<file path="config.mk">
export PLATFORM = sky130hd
export DESIGN_NAME = dm_device_bus_adapter
export DESIGN_NICKNAME = d
export VERILOG_FILES = /design/src/rtl/dm_bus_pkg.sv /design/src/rtl/dm_bus_pipe_stage.sv /design/src/rtl/dm_device_bus_adapter.sv
export SDC_FILE = /design/constraint.sdc
export NUM_CORES = 1
export LEC_CHECK = 0
export CELL_PAD_IN_SITES_DETAIL_PLACEMENT = 1
export CELL_PAD_IN_SITES_GLOBAL_PLACEMENT = 2
export CORE_ASPECT_RATIO = 0.75
export CORE_MARGIN = 4
export CORE_UTILIZATION = 23
export DETAILED_ROUTE_END_ITERATION = 7
export PLACE_DENSITY_LB_ADDON = 0.1
export SYNTH_ARGS = -nofsm -noshare
export SYNTH_HDL_FRONTEND = slang
export SYNTH_SLANG_ARGS = --single-unit
</file>
<file path="constraint.sdc">
create_clock -name clk_i -period 1.04 [get_ports clk_i]
set_input_delay 0.26 -clock clk_i [delete_from_list [all_inputs] [get_ports clk_i]]
set_output_delay 0.26 -clock clk_i [all_outputs]
set_load 0.01 [all_outputs]
</file>
<file path="src/rtl/dm_bus_pkg.sv">
`default_nettype none
// ----------------------------------------------------------------------------
// dm_bus_pkg: shared types, defaults and window helper for the device adapter
// Revision: 1.0
// ----------------------------------------------------------------------------
package dm_bus_pkg;

   localparam int          AdapterLatency  = 3;
   localparam logic [31:0] DefaultBaseAddr = 32'h1A11_0000;
   localparam logic [31:0] DefaultWinSize  = 32'h0000_1000;

   typedef struct packed {
      logic        we;
      logic [31:0] addr;
      logic [3:0]  be;
      logic [31:0] wdata;
      logic        err;
   } dm_bus_req_t;

   typedef struct packed {
      logic we;
      logic err;
   } dm_bus_rsp_t;

   // Compare only the bits above the window offset so the top of the map cannot overflow.
   function automatic logic in_window(input logic [31:0] addr,
                                      input logic [31:0] base,
                                      input logic [31:0] size);
      logic [31:0] mask;
      mask = ~(size - 32'd1);
      return (addr & mask) == (base & mask);
   endfunction

endpackage
`default_nettype wire

</file>
<file path="src/rtl/dm_bus_pipe_stage.sv">
`default_nettype none
// ----------------------------------------------------------------------------
// dm_bus_pipe_stage: valid + payload register; reset clears valid only
// Revision: 1.0
// ----------------------------------------------------------------------------
module dm_bus_pipe_stage #(
   parameter type T = logic
) (
   input  logic clk_i,
   input  logic rst_ni,
   input  logic valid_i,
   input  T     data_i,
   output logic valid_o,
   output T     data_o
);

   logic r_valid;
   T     r_data;

   always_ff @(posedge clk_i or negedge rst_ni) begin
      if (!rst_ni) begin
         r_valid <= 1'b0;
      end else begin
         r_valid <= valid_i;
      end
   end

   always_ff @(posedge clk_i) begin
      if (valid_i) begin
         r_data <= data_i;
      end
   end

   assign valid_o = r_valid;
   assign data_o  = r_data;

endmodule
`default_nettype wire

</file>
<file path="src/rtl/dm_device_bus_adapter.sv">
`default_nettype none
// ----------------------------------------------------------------------------
// dm_device_bus_adapter: system bus to fixed-latency debug module device port
// Revision: 1.0
// ----------------------------------------------------------------------------
module dm_device_bus_adapter
   import dm_bus_pkg::*;
#(
   parameter int          BusWidth = 32,
   parameter logic [31:0] BaseAddr = DefaultBaseAddr,
   parameter logic [31:0] WinSize  = DefaultWinSize
) (
   input  logic                  clk_i,
   input  logic                  rst_ni,
   input  logic                  quiesce_i,
   input  logic                  bus_req_i,
   output logic                  bus_gnt_o,
   input  logic                  bus_we_i,
   input  logic [BusWidth-1:0]   bus_addr_i,
   input  logic [BusWidth/8-1:0] bus_be_i,
   input  logic [BusWidth-1:0]   bus_wdata_i,
   output logic                  bus_rvalid_o,
   output logic [BusWidth-1:0]   bus_rdata_o,
   output logic                  bus_err_o,
   output logic                  dev_req_o,
   output logic                  dev_we_o,
   output logic [BusWidth-1:0]   dev_addr_o,
   output logic [BusWidth/8-1:0] dev_be_o,
   output logic [BusWidth-1:0]   dev_wdata_o,
   input  logic [BusWidth-1:0]   dev_rdata_i,
   output logic                  idle_o
);

   dm_bus_req_t           w_req;
   dm_bus_rsp_t           w_s1_in;
   dm_bus_rsp_t           w_s1_data;
   dm_bus_rsp_t           w_s2_data;
   logic                  w_gnt;
   logic                  w_s1_valid;
   logic                  w_s2_valid;
   logic                  r_rvalid;
   logic                  r_err;
   logic [BusWidth-1:0]   r_rdata;
   logic                  r_dev_we;
   logic [BusWidth-1:0]   r_dev_addr;
   logic [BusWidth/8-1:0] r_dev_be;
   logic [BusWidth-1:0]   r_dev_wdata;

   assign w_gnt = rst_ni & bus_req_i & ~quiesce_i;

   always_comb begin
      w_req.we    = bus_we_i;
      w_req.addr  = bus_addr_i;
      w_req.be    = bus_be_i;
      w_req.wdata = bus_wdata_i;
      w_req.err   = ~in_window(bus_addr_i, BaseAddr, WinSize)
                  | (bus_addr_i[1:0] != 2'b00)
                  | (bus_we_i & (bus_be_i == '0));
      w_s1_in.we  = w_req.we;
      w_s1_in.err = w_req.err;
   end

   dm_bus_pipe_stage #(.T(dm_bus_rsp_t)) u_s1 (
      .clk_i   (clk_i),
      .rst_ni  (rst_ni),
      .valid_i (w_gnt),
      .data_i  (w_s1_in),
      .valid_o (w_s1_valid),
      .data_o  (w_s1_data)
   );

   // Device-side payload only moves for good requests, so it holds across errors and idle cycles.
   always_ff @(posedge clk_i or negedge rst_ni) begin
      if (!rst_ni) begin
         r_dev_we    <= 1'b0;
         r_dev_addr  <= '0;
         r_dev_be    <= '0;
         r_dev_wdata <= '0;
      end else if (w_gnt && !w_req.err) begin
         r_dev_we    <= w_req.we;
         r_dev_addr  <= w_req.addr;
         r_dev_be    <= w_req.be;
         r_dev_wdata <= w_req.wdata;
      end
   end

   dm_bus_pipe_stage #(.T(dm_bus_rsp_t)) u_s2 (
      .clk_i   (clk_i),
      .rst_ni  (rst_ni),
      .valid_i (w_s1_valid),
      .data_i  (w_s1_data),
      .valid_o (w_s2_valid),
      .data_o  (w_s2_data)
   );

   always_ff @(posedge clk_i or negedge rst_ni) begin
      if (!rst_ni) begin
         r_rvalid <= 1'b0;
         r_err    <= 1'b0;
         r_rdata  <= '0;
      end else begin
         r_rvalid <= w_s2_valid;
         r_err    <= w_s2_valid & w_s2_data.err;
         r_rdata  <= (w_s2_valid && !w_s2_data.err && !w_s2_data.we) ? dev_rdata_i : '0;
      end
   end

   assign bus_gnt_o    = w_gnt;
   assign bus_rvalid_o = r_rvalid;
   assign bus_rdata_o  = r_rdata;
   assign bus_err_o    = r_err;
   assign dev_req_o    = w_s1_valid & ~w_s1_data.err;
   assign dev_we_o     = r_dev_we;
   assign dev_addr_o   = r_dev_addr;
   assign dev_be_o     = r_dev_be;
   assign dev_wdata_o  = r_dev_wdata;
   assign idle_o       = ~(w_s1_valid | w_s2_valid | r_rvalid);

endmodule
`default_nettype wire

</file>
==> flow_metrics.env <==
export IMPL_arrival_ps=1920
export IMPL_clockBufferDepth=2
export IMPL_areaGrowthSynthToFinish_pct=81.31
export IMPL_violations="negative hold slack, negative setup slack"
export IMPL_numCtsBuffers=9
export IMPL_layout_worst_path_cycle_share_pct=163.3
export IMPL_rsz0062_at_grt="yes"
export IMPL_critical_path_max_stage_delay_ps=390
export IMPL_synthCells=239
export IMPL_crit_type="in -> reg"
export IMPL_final_cell_mix="dfrtp_1 (105), clkdlybuf4s50_1 (74), buf_2 (67)"
export IMPL_hold_path_class="in -> async"
export IMPL_crit_path_end_kind="flop"
export IMPL_final_common_cell="dfrtp_1"
export IMPL_drc=0
export IMPL_wl_per_cell_um=16.84
export IMPL_portBuffers=210
export IMPL_dp_cells=700
export IMPL_grt_util_all_layers_pct=12.42
export IMPL_die_area_um2=19850
export IMPL_hold_viol=30
export IMPL_clock_skew_ps=7.406
export IMPL_setup_viol=207
export IMPL_powerDensity_nw_per_um2=1123
export IMPL_ir_worst_vdd_mv=0.7735
export IMPL_fin_area_um2=7357
export IMPL_cts_tree="built"
export IMPL_p_leak_uw=0.003764
export IMPL_path_max_fanout=8
export IMPL_whs_ps=-24.91
export IMPL_overflow=0
export IMPL_clkTransAtPathRegs_ps=70
export IMPL_setup_tns_final_ps=-54370
export IMPL_synth_ff_latch_count=109
export IMPL_finalWeightedCongestion=0.6939
export IMPL_die_w_um=161.4
export IMPL_core_um2=17080
export IMPL_dpl_cell_area_um2=6599
export IMPL_root_buffer="clkbuf_16"
export IMPL_vias_per_cell=3.851
export IMPL_seqPwrFrac_pct=51.9
export IMPL_worst_slack_ps=-658.4
export IMPL_power_frac_clock_pct=40.8
export IMPL_switchingPower_uw=1815
export IMPL_combPwrFrac_pct=7.3
export IMPL_num_nets_final=628
export IMPL_grt_max_degree=45
export IMPL_tightest_slew_ps=438.1
export IMPL_path_common_cell="buf_6"
export IMPL_postRouteAntennaNets=0
export IMPL_vias=2942
export IMPL_ioPinCount=211
export IMPL_internal_power_uw=6446
export IMPL_syn_num_nets=344
export IMPL_power_switching_share_pct=21.97
export IMPL_antenna_found_initial=0
export IMPL_fmax_mhz=588.8
export IMPL_grt_pass1_vias=3157
export IMPL_hpwl_um=8543
export IMPL_yosysSeqAreaShare_pct=67.72
export IMPL_n_antenna_cell=0
export IMPL_die_h_um=123.0
export IMPL_reg2regPathDepth=5
export IMPL_cts_max_level=3
export IMPL_clkLatencyLatePin_ps=340
export IMPL_start_util_pct=23.75
export IMPL_drtPass1Iterations=4
export IMPL_worst_r2r_setup_slack_ps=-180
export IMPL_final_cells=764
export IMPL_path_cells="buf_6, nor4_4, nand4_1, and4bb_4, buf_6, buf_6, buf_12, mux2_4"
export IMPL_slowest_stage="and4bb_4"
export IMPL_status="finished with violations"
export IMPL_cts_sinks=109
export IMPL_syn_area_per_cell_um2=16.98
export IMPL_grt_pass1_wl_um=18970
export IMPL_num_rows=41
export IMPL_period_needed_ps=1698
export IMPL_required_ps=1260
export IMPL_slew_viol_final=0
export IMPL_maxSlewHeadroom_pct=70.79
export IMPL_drv_cap=0
export IMPL_drtIter0Drc=82
export IMPL_fillCellCount=1808
export IMPL_layout_drive_gt1_share_pct=59.66
export IMPL_worstSetupStartpointType="primary input"
export IMPL_yosysUniqueCellTypes=22
export IMPL_synth_area_um2=4058
export IMPL_routed_wl_um=12860
export IMPL_yosys_warnings=0
## state kept, by name, indices dropped and copies added, names as in the netlist
signal,count
bus_rdata_o,32
dev_addr_o,32
dev_wdata_o,32
dev_be_o,4
u_s1.data_o,2
u_s2.data_o,2
bus_err_o,1
bus_rvalid_o,1
dev_we_o,1
u_s1.valid_o,1
u_s2.valid_o,1
## critical path: cells and delay by family
kind,cells,cell delay [ps]
buf+inv,4,470
simple gates,3,880
mux,1,300
## worst paths after layout
path | startpoint | endpoint
max | bus_addr_i[0] | dev_be_o[2]
min | rst_ni | bus_rdata_o[26]
max reg2reg | u_s2.valid_o | bus_rdata_o[11]
min reg2reg | u_s1.data_o[1] | u_s2.data_o[1]
max in group asynchronous | rst_ni | dev_addr_o[5]
min in group clk_i | bus_be_i[2] | dev_be_o[2]
## metal layers
metal | wire [um] | global-route usage (%) | up-vias
met3 | 899 | 4.598 | 7
li1 | - | - | 1356
met5 | 0 | 0 | -
met2 | 5965 | 19.23 | 125
met1 | 5881 | 16.78 | 1454
met4 | 118 | 2.717 | 0
## cell families after synthesis
logic type	count (synthesis)	share of synthesized area [%]
buffers and inverters	11	3.299
flip-flops	109	67.72
AND/OR/NAND/NOR	72	11.59
multiplexers	47	17.39
## synthesized netlist by cell type
master    number  area (um2)
or2_1          5       31.28
nand2_1        3       11.26
buf_2          1       5.000
clkbuf_1       3       11.26
buf_8          1       15.01
nor3_1         1       5.000
and4bb_1       1       12.51
nor4_1         2       12.51
nor2_1         2       7.510
or3b_2         1       8.760
nor4bb_1       1       10.01
dfrtp_1      105        2628
buf_12         4       80.08
edfxtp_1       4       120.1
nor4b_2        2       30.03
mux2_4        47       705.7
nor3b_1        1       7.510
and2_1        33       206.5
buf_6          2       22.52
nand4_1        1       6.260
nor4b_1        1       8.760
nor2b_1       18       112.6
## final cells by class
cell class                      instances  area [um2]  share of cell area, %
Multi-Input combinational cell        119        1424                  19.35
Clock inverter                          5       42.54                 0.5782
Tap cell                              236       295.3                  4.014
Timing Repair Buffer                  284        2595                  35.27
Sequential cell                       109        2748                  37.35
Clock buffer                           11       252.7                  3.435
## stage by stage
step                setup WS (ps)  total power (uW)  utilization, %  hold WS, ps
floorplan                  -565.5              4410               -       -35.59
detailed placement          -1251              4974           38.63        360.9
global placement            -1199              4966           38.63        354.6
global route               -655.2              8686           43.07        1.206
finish                     -658.4              8262           43.07       -24.91
CTS                        -592.6              8436           40.86       -14.05
## power by group through the flow
stage | logic [uW] | clock network, uW | registers (uW)
floorplan | 36.7 | 0 | 4370
global placement | 598 | 0 | 4370
detailed placement | 605 | 0 | 4370
CTS | 586 | 3570 | 4280
global route | 654 | 3740 | 4290
finish | 601 | 3370 | 4290
## what timing repair did
item	CTS	global route
gates resized for setup	567	79
pin swaps	13	41
endpoints found under the hold margin	30	0
endpoints found under the setup margin	210	252
buffers inserted	25	23
cloned	6	3
Note: power is estimated with default switching activity, not from simulation.
